--- config.mk ---
export PLATFORM = sky130hd
export DESIGN_NAME = data_island_packet_assembler
export DESIGN_NICKNAME = d
export VERILOG_FILES = /design/src/rtl/data_island_packet_assembler.sv
export SDC_FILE = /design/constraint.sdc
export NUM_CORES = 1
export LEC_CHECK = 0
export CAP_MARGIN = 5
export CORE_MARGIN = 2
export CORE_UTILIZATION = 50
export CTS_BUF_LIST = sky130_fd_sc_hd__clkbuf_4 sky130_fd_sc_hd__clkbuf_8
export CTS_CLUSTER_DIAMETER = 60
export DETAILED_ROUTE_END_ITERATION = 12
export PLACE_DENSITY = 0.76
export SKIP_CTS_REPAIR_TIMING = 1
export SYNTH_ARGS = -nofsm -noshare
export SYNTH_HDL_FRONTEND = slang
export SYNTH_SLANG_ARGS = --single-unit
--- constraint.sdc ---
create_clock -name clk_pixel -period 10.2 [get_ports clk_pixel]
set_input_delay 1.02 -clock clk_pixel [delete_from_list [all_inputs] [get_ports clk_pixel]]
set_output_delay 1.02 -clock clk_pixel [all_outputs]
set_load 0.1 [all_outputs]
--- src/rtl/data_island_packet_assembler.sv ---
// Serialises one HDMI data-island packet (header + four subpackets) into 32 symbols,
// inserting serially computed BCH parity. Optional parity outputs: DATA_ISLAND_PARITY_OUT_EN.
module data_island_packet_assembler (
   input  logic              clk_pixel,
   input  logic              reset,
   input  logic              data_island_period,
   input  logic [23:0]       header,
   input  logic [3:0][55:0]  sub,
   output logic              packet_load,
   output logic [4:0]        counter,
   output logic [8:0]        packet_data,
`ifdef DATA_ISLAND_PARITY_OUT_EN
   output logic [7:0]        header_parity,
   output logic [31:0]       sub_parity,
`endif
   output logic              packet_end
);

   logic [4:0]       counter_q, counter_d;
   logic [23:0]      header_q;
   logic [3:0][55:0] sub_q;
   logic [7:0]       hecc_q, hecc_d;
   logic [3:0][7:0]  secc_q, secc_d;
   logic [8:0]       packet_data_q, packet_data_d;
   logic             packet_end_q, packet_end_d;

   logic [23:0]      hdr_cur;
   logic [3:0][55:0] sub_cur;
   logic             hbit;
   logic [3:0]       even_bit, odd_bit, ch1, ch2;
   logic             ch0;

   function automatic logic [7:0] ecc_step(input logic [7:0] ecc, input logic b);
      logic f;
      f = b ^ ecc[0];
      return (ecc >> 1) ^ (f ? 8'h83 : 8'h00);
   endfunction

   assign packet_load = data_island_period && (counter_q == 5'd0);

   always_comb begin
      // Bit 0 comes from the live inputs; later bits from the shadow copy.
      hdr_cur  = packet_load ? header : header_q;
      sub_cur  = packet_load ? sub : sub_q;
      hbit     = (counter_q < 5'd24) ? hdr_cur[counter_q] : 1'b0;
      even_bit = '0;
      odd_bit  = '0;
      ch1      = '0;
      ch2      = '0;
      for (int i = 0; i < 4; i++) begin
         if (counter_q < 5'd28) begin
            even_bit[i] = sub_cur[i][{counter_q, 1'b0}];
            odd_bit[i]  = sub_cur[i][{counter_q, 1'b1}];
            ch1[i]      = even_bit[i];
            ch2[i]      = odd_bit[i];
         end else begin
            ch1[i] = secc_q[i][{counter_q[1:0], 1'b0}];
            ch2[i] = secc_q[i][{counter_q[1:0], 1'b1}];
         end
      end
      ch0 = (counter_q < 5'd24) ? hbit : hecc_q[counter_q[2:0]];

      hecc_d = hecc_q;
      secc_d = secc_q;
      if (packet_load) begin
         hecc_d = ecc_step(8'h00, hbit);
         for (int i = 0; i < 4; i++) begin
            secc_d[i] = ecc_step(ecc_step(8'h00, even_bit[i]), odd_bit[i]);
         end
      end else if (data_island_period) begin
         if (counter_q < 5'd24) hecc_d = ecc_step(hecc_q, hbit);
         if (counter_q < 5'd28) begin
            for (int i = 0; i < 4; i++) begin
               secc_d[i] = ecc_step(ecc_step(secc_q[i], even_bit[i]), odd_bit[i]);
            end
         end
      end

      counter_d     = data_island_period ? counter_q + 5'd1 : 5'd0;
      packet_data_d = data_island_period ? {ch2, ch1, ch0} : 9'd0;
      packet_end_d  = data_island_period && (counter_q == 5'd31);
   end

   always_ff @(posedge clk_pixel or posedge reset) begin
      if (reset) begin
         counter_q     <= 5'd0;
         header_q      <= '0;
         sub_q         <= '0;
         hecc_q        <= '0;
         secc_q        <= '0;
         packet_data_q <= 9'd0;
         packet_end_q  <= 1'b0;
      end else begin
         counter_q     <= counter_d;
         hecc_q        <= hecc_d;
         secc_q        <= secc_d;
         packet_data_q <= packet_data_d;
         packet_end_q  <= packet_end_d;
         if (packet_load) begin
            header_q <= header;
            sub_q    <= sub;
         end
      end
   end

`ifdef DATA_ISLAND_PARITY_OUT_EN
   logic [7:0]  header_parity_q;
   logic [31:0] sub_parity_q;

   // Parity is final at index 31, so it lands together with packet_end.
   always_ff @(posedge clk_pixel or posedge reset) begin
      if (reset) begin
         header_parity_q <= '0;
         sub_parity_q    <= '0;
      end else if (packet_end_d) begin
         header_parity_q <= hecc_q;
         sub_parity_q    <= secc_q;
      end
   end

   assign header_parity = header_parity_q;
   assign sub_parity    = sub_parity_q;
`endif

   assign counter     = counter_q;
   assign packet_data = packet_data_q;
   assign packet_end  = packet_end_q;

endmodule

# == Word level (Yosys, flattened, before mapping) ==
# Cells that the tools add are included.
# totals
register_bits,303
word_cells,139
# classes
addsub,1
n_bitwise,26
mux,82
n_reduce_logical,8
order_cmp,8
n_eq_ne,1
# op_table
operator,count
$mux W224,1
$mux W8,21
$xor A7 B8 Y8,13
$mux W32,3
$bmux W1 S5,9
$mux W1,36
$mux W24,1
$bmux W1 S2,8
$lt A6 B7 Y1 const B,2
$xor A1 B1 Y1,13
$lt A3 B4 Y1 const B,3
$lt A5 B5 Y1 const B,2
$mux W9,1
$lt A5 B6 Y1 const B,1
$reduce_bool A2 Y1,3
$add A5 B1 Y5 const B,1
$eq A5 B5 Y1 const B,1
$logic_not A5 Y1,1
$mux W5,1
$reduce_and A2 Y1,2
$bmux W1 S3,1
$logic_and A1 B1 Y1,2

# == Depth between registers and ports, before layout ==
# depth
word_depth,15
mapped_depth,20

# == Worst setup path before layout ==
# No wires, ideal clock.
# synth_timing
kind,register to output
startpoint,"register counter_q[0], in the netlist counter[0]"
endpoint,output port packet_load
arrival_ns,4.430
path_stages_with_launch,15
slack_ns,4.750
required_ns,9.180
path_cell_list,dfrtp_1 -> buf_2 -> clkinv_1 -> clkbuf_1 -> clkbuf_1 -> ha_1 -> nor4bb_2 -> buf_6 -> nand2_8 -> inv_8 -> buf_6 -> buf_4 -> buf_2 -> clkbuf_1 -> clkbuf_1
# synth_via
elab_chain_cells,2
# synth_rtl
item,line_no,rtl
start: declaration,19,"logic [4:0] counter_q, counter_d;"
start signal: assignment,94,counter_q <= counter_d;
$logic_not A5 Y1,39,assign packet_load = data_island_period && (counter_q == 5'd0);
$logic_and A1 B1 Y1,39,
end: declaration,9,"output logic packet_load,"
# No other way between the ends.

# == Worst setup path in the final report ==
# layout_timing
startpoint,"register counter_q[1], in the netlist counter[1]"
endpoint,output port packet_load
# Same word-level chain as after synthesis.

==> metrics.txt <==
# TYPE chip_impl_metric gauge
chip_impl_metric{name="postRouteAntennaNets",unit=""} 0
chip_impl_metric{name="finalInstanceArea",unit="µm²"} 19700
chip_impl_metric{name="worstPathArrival",unit="ps"} 6120
chip_impl_metric{name="core_area",unit="µm²"} 31300
chip_impl_metric{name="critical_path.max_stage_delay",unit="ps"} 1220
chip_impl_metric{name="grt_remaining_overflow",unit=""} 0
chip_impl_metric{name="cts_num_sinks",unit=""} 303
chip_impl_metric{name="ir_worst_vdd",unit="V"} 0.000117
chip_impl_info{name="ys_dominant_reg_cell",value="sky130_fd_sc_hd__dfrtp_1"} 1
chip_impl_metric{name="static-leakage-power",unit="nW"} 9.10
chip_impl_metric{name="max_slew.worst_pin.slew",unit="ps"} 1170
chip_impl_metric{name="synth_net_count",unit=""} 1929
chip_impl_metric{name="die_height",unit="µm"} 182
chip_impl_metric{name="setup_viol",unit=""} 0
chip_impl_metric{name="num_vias",unit=""} 13400
chip_impl_metric{name="placed_cell_area",unit="µm²"} 18500
chip_impl_metric{name="post_route_worst_hold_slack",unit="ps"} 464
chip_impl_metric{name="cts-buffers-inserted",unit=""} 51
chip_impl_metric{name="post_synth_fa_ha_maj_area_fraction",unit="%"} 0.238
chip_impl_metric{name="avgSynthCellArea",unit="µm²"} 9.41
chip_impl_metric{name="yosys_warnings",unit=""} 0
chip_impl_metric{name="post-layout-total-power",unit="mW"} 3.98
chip_impl_metric{name="maximum_buffer_depth_of_the_clock_tree",unit=""} 3
chip_impl_info{name="hold_end",value="sub_q[98]$_DFF_PP0_"} 1
chip_impl_metric{name="initial_core_util",unit="%"} 50.4
chip_impl_metric{name="area_growth_syn_to_layout",unit="%"} 24.9
chip_impl_info{name="yosysMostFrequentCell",value="sky130_fd_sc_hd__nand2_1"} 1
chip_impl_info{name="startpoint_type",value="register"} 1
chip_impl_metric{name="max-cap-violations",unit=""} 0
chip_impl_metric{name="regToRegSetupSlack",unit="ps"} 3360
chip_impl_metric{name="timing.critical_path.required",unit="ps"} 9180
chip_impl_metric{name="synth_top_area_share",unit="%"} 48.1
chip_impl_metric{name="cts.clk_slew.worst_paths",unit="ps"} 60
chip_impl_info{name="result_of_the_run",value="finished clean"} 1
chip_impl_metric{name="die_area",unit="µm²"} 33000
chip_impl_metric{name="grt_max_degree",unit=""} 215
chip_impl_info{name="hold_path_startpoint",value="sub_q[98]$_DFF_PP0_"} 1
chip_impl_metric{name="avgViaCountPerCell",unit=""} 5.75
chip_impl_metric{name="cp_max_fo",unit=""} 214
chip_impl_metric{name="ys_ff_latch",unit=""} 303
chip_impl_metric{name="worst_skew_pair.late_latency",unit="ps"} 580
chip_impl_metric{name="htree_levels",unit=""} 2
chip_impl_metric{name="synthSimpleGateAreaFrac",unit="%"} 22.2
chip_impl_metric{name="first_global_vias",unit=""} 13500
chip_impl_metric{name="final.setup_skew",unit="ps"} 24.2
chip_impl_metric{name="yosys-mux-area-fraction",unit="%"} 14.3
chip_impl_metric{name="nNetsFinal",unit=""} 2146
chip_impl_info{name="crit_path_frequent_cell",value="sky130_fd_sc_hd__buf_4"} 1
chip_impl_metric{name="synth-seq-area-share",unit="%"} 48.1
chip_impl_info{name="timing.hold.worst.class",value="register to register"} 1
chip_impl_info{name="crit_type",value="register to output pin"} 1
chip_impl_info{name="grt_setup_unrepaired",value="no"} 1
chip_impl_info{name="rr_startpoint",value="counter[1]$_DFF_PP0_"} 1
chip_impl_metric{name="antenna_cells",unit=""} 0
chip_impl_metric{name="fraction_of_the_mapped_netlist_area_in_compound_gates",unit="%"} 9.46
chip_impl_metric{name="detailed_place_hpwl",unit="µm"} 31500
chip_impl_metric{name="layout.core_utilization",unit="%"} 62.9
chip_impl_metric{name="fin_hold_viols",unit=""} 0
chip_impl_metric{name="placed_cells",unit=""} 2241
chip_impl_metric{name="fraction_of_final_layout_cells_sized_beyond_drive_strength_1",unit="%"} 13.1
chip_impl_metric{name="final.min_clock_period",unit="ps"} 7140
chip_impl_metric{name="timing.final.crit_share",unit="%"} 70.0
chip_impl_info{name="crit_path_top_delay_cell",value="sky130_fd_sc_hd__clkdlybuf4s50_1"} 1
chip_impl_info{name="largest_cells_by_area_after_synthesis",value="sky130_fd_sc_hd__dfrtp_1 48%, sky130_fd_sc_hd__nand2_1 17%, sky130_fd_sc_hd__mux4_2 8.6%, sky130_fd_sc_hd__mux2_2 4.1%, sky130_fd_sc_hd__clkbuf_1 2.0%"} 1
chip_impl_info{name="yosys.area.top_type",value="sky130_fd_sc_hd__dfrtp_1"} 1
chip_impl_metric{name="grt_usage",unit="%"} 28.8
chip_impl_metric{name="number_of_enable_type_register_cells_in_the_synthesized_netlist",unit=""} 0
chip_impl_metric{name="dp_worst_setup_slack",unit="ps"} 3330
chip_impl_metric{name="rows",unit=""} 65
chip_impl_info{name="synth_top_family_by_area",value="simple AND/OR/NAND/NOR gates"} 1
chip_impl_metric{name="wl_per_cell",unit="µm"} 20.2
chip_impl_metric{name="setup_tns",unit="ps"} 0
chip_impl_metric{name="detailedRoute.firstIterationViolations",unit=""} 1350
chip_impl_metric{name="slew_headroom",unit="%"} 21.6
chip_impl_metric{name="gpl.final_weighted_congestion",unit=""} 0.864
chip_impl_metric{name="synth_area",unit="µm²"} 15800
chip_impl_metric{name="power.density_cell_area",unit="nW/µm²"} 202
chip_impl_info{name="cell_at_the_root_of_the_clock_tree",value="sky130_fd_sc_hd__clkbuf_8"} 1
chip_impl_metric{name="worst_hold_path.num_cells",unit=""} 2
chip_impl_metric{name="buffer_ports.inserted",unit=""} 266
chip_impl_metric{name="number_of_remaining_drc_errors",unit=""} 0
chip_impl_info{name="ys_top_cells_by_count",value="719 x sky130_fd_sc_hd__nand2_1, 303 x sky130_fd_sc_hd__dfrtp_1, 85 x sky130_fd_sc_hd__clkbuf_1"} 1
chip_impl_metric{name="postSynth.asyncResetShare",unit="%"} 100
chip_impl_metric{name="antenna_found_initial",unit=""} 4
chip_impl_metric{name="timing_max_transition_violations_final",unit=""} 0
chip_impl_info{name="r2r-end",value="secc_q[17]$_DFFE_PP0P_"} 1
chip_impl_metric{name="finish.cell_count_without_fillers",unit=""} 2335
chip_impl_metric{name="layout_setup_ws",unit="ps"} 3060
chip_impl_metric{name="worst-r2r-cell-count",unit=""} 15
chip_impl_info{name="crit_path_cell_trace",value="buf_4 > clkinv_1 > ha_1 > nor4bb_4 > buf_4 > nand2_8 > clkinv_8 > clkdlybuf4s50_1"} 1
chip_impl_info{name="cts_tree",value="built"} 1
chip_impl_metric{name="max_clock_freq",unit="MHz"} 140
chip_impl_metric{name="drt_wl_total",unit="µm"} 47200
chip_impl_metric{name="number_of_different_library_cells_in_the_post_synthesis_netlist",unit=""} 78
chip_impl_info{name="setup.worst_path.end_class",value="output pin"} 1
chip_impl_metric{name="firstDrtPassIters",unit=""} 5
chip_impl_metric{name="die_x",unit="µm"} 182
chip_impl_metric{name="post_synth_inst_count",unit=""} 1675
chip_impl_metric{name="grt_first_pass_wirelength",unit="µm"} 74300
chip_impl_metric{name="synth_xor_area_share",unit="%"} 1.88
chip_impl_metric{name="count_of_pins_on_the_block_boundary",unit=""} 267
-- layout by cell type, fill, tap and decap left out, types with 17 or more instances in the layout --
| cell type | count |
|---|---|
| sky130_fd_sc_hd__nand2_1 | 719 |
| sky130_fd_sc_hd__dfrtp_1 | 300 |
| sky130_fd_sc_hd__clkdlybuf4s50_1 | 266 |
| sky130_fd_sc_hd__clkbuf_8 | 72 |
| sky130_fd_sc_hd__mux4_2 | 60 |
| sky130_fd_sc_hd__mux2_2 | 57 |
| sky130_fd_sc_hd__o21ai_0 | 43 |
| sky130_fd_sc_hd__nor2_1 | 33 |
| sky130_fd_sc_hd__a21oi_1 | 27 |
| sky130_fd_sc_hd__nand2b_1 | 26 |
| sky130_fd_sc_hd__xnor2_1 | 20 |
| sky130_fd_sc_hd__a22o_1 | 18 |
| sky130_fd_sc_hd__a22oi_1 | 18 |
| sky130_fd_sc_hd__a31oi_1 | 17 |
| sky130_fd_sc_hd__clkbuf_4 | 17 |
-- state kept, by name (all words and copies together) (netlist names) --
| name | count |
|---|---|
| counter | 5 |
| sub_q | 224 |
| packet_data | 9 |
| hecc_q | 8 |
| secc_q | 32 |
| header_q | 24 |
| packet_end | 1 |
-- worst max path at each step --
stage,start,end,slack [ps],depth (start not counted)
3_5_place_dp,data_island_period,secc_q[1]$_DFFE_PP0P_,3330,14
2_1_floorplan,reset,counter[0]$_DFF_PP0_,810,1
4_1_cts,counter[1]$_DFF_PP0_,packet_load,3150,8
6_report,counter[1]$_DFF_PP0_,packet_load,3060,8
5_1_grt,counter[1]$_DFF_PP0_,packet_load,2800,8
3_3_place_gp,data_island_period,secc_q[1]$_DFFE_PP0P_,3430,14
-- per-layer routing --
metal  global-route usage (%)  wire length [µm]
met1                     38.9             18900
met2                     46.6             22500
met3                     5.72              4150
met4                     10.0              1570
met5                        0                36
-- worst max-delay path, delay by kind of cell (launching register included) --
| kind | cells | cell delay, ps |
|---|---|---|
| buffers and inverters | 5 | 3620 |
| and+or+nand+nor | 2 | 780 |
| adders and majority gates | 1 | 540 |
| DFF | 1 | 340 |
-- kinds of logic after synthesis --
kind of cell | count (synthesis)
buffers and inverters | 127
and+or+nand+nor | 858
AOI/OAI and AO/OA | 214
adders and majority gates | 3
muxes | 137
xor gates and xnor gates | 33
DFF | 303
-- area by class of cell --
class                   instances  area (µm²)
well taps                     402         503
clock inverters                 5        31.3
clock buffers                  89        1120
inverters                       7        50.0
fillers                      2481       11600
repair buffers                284        2820
multi-input cells            1245        7580
flip-flops and latches        303        7590
-- where the power goes --
group	internal (mW)	switching, mW
Sequential	1.49	0.190
Clock	0.686	0.499
Combinational	0.529	0.590
Note: power is estimated with default switching activity, not from simulation.
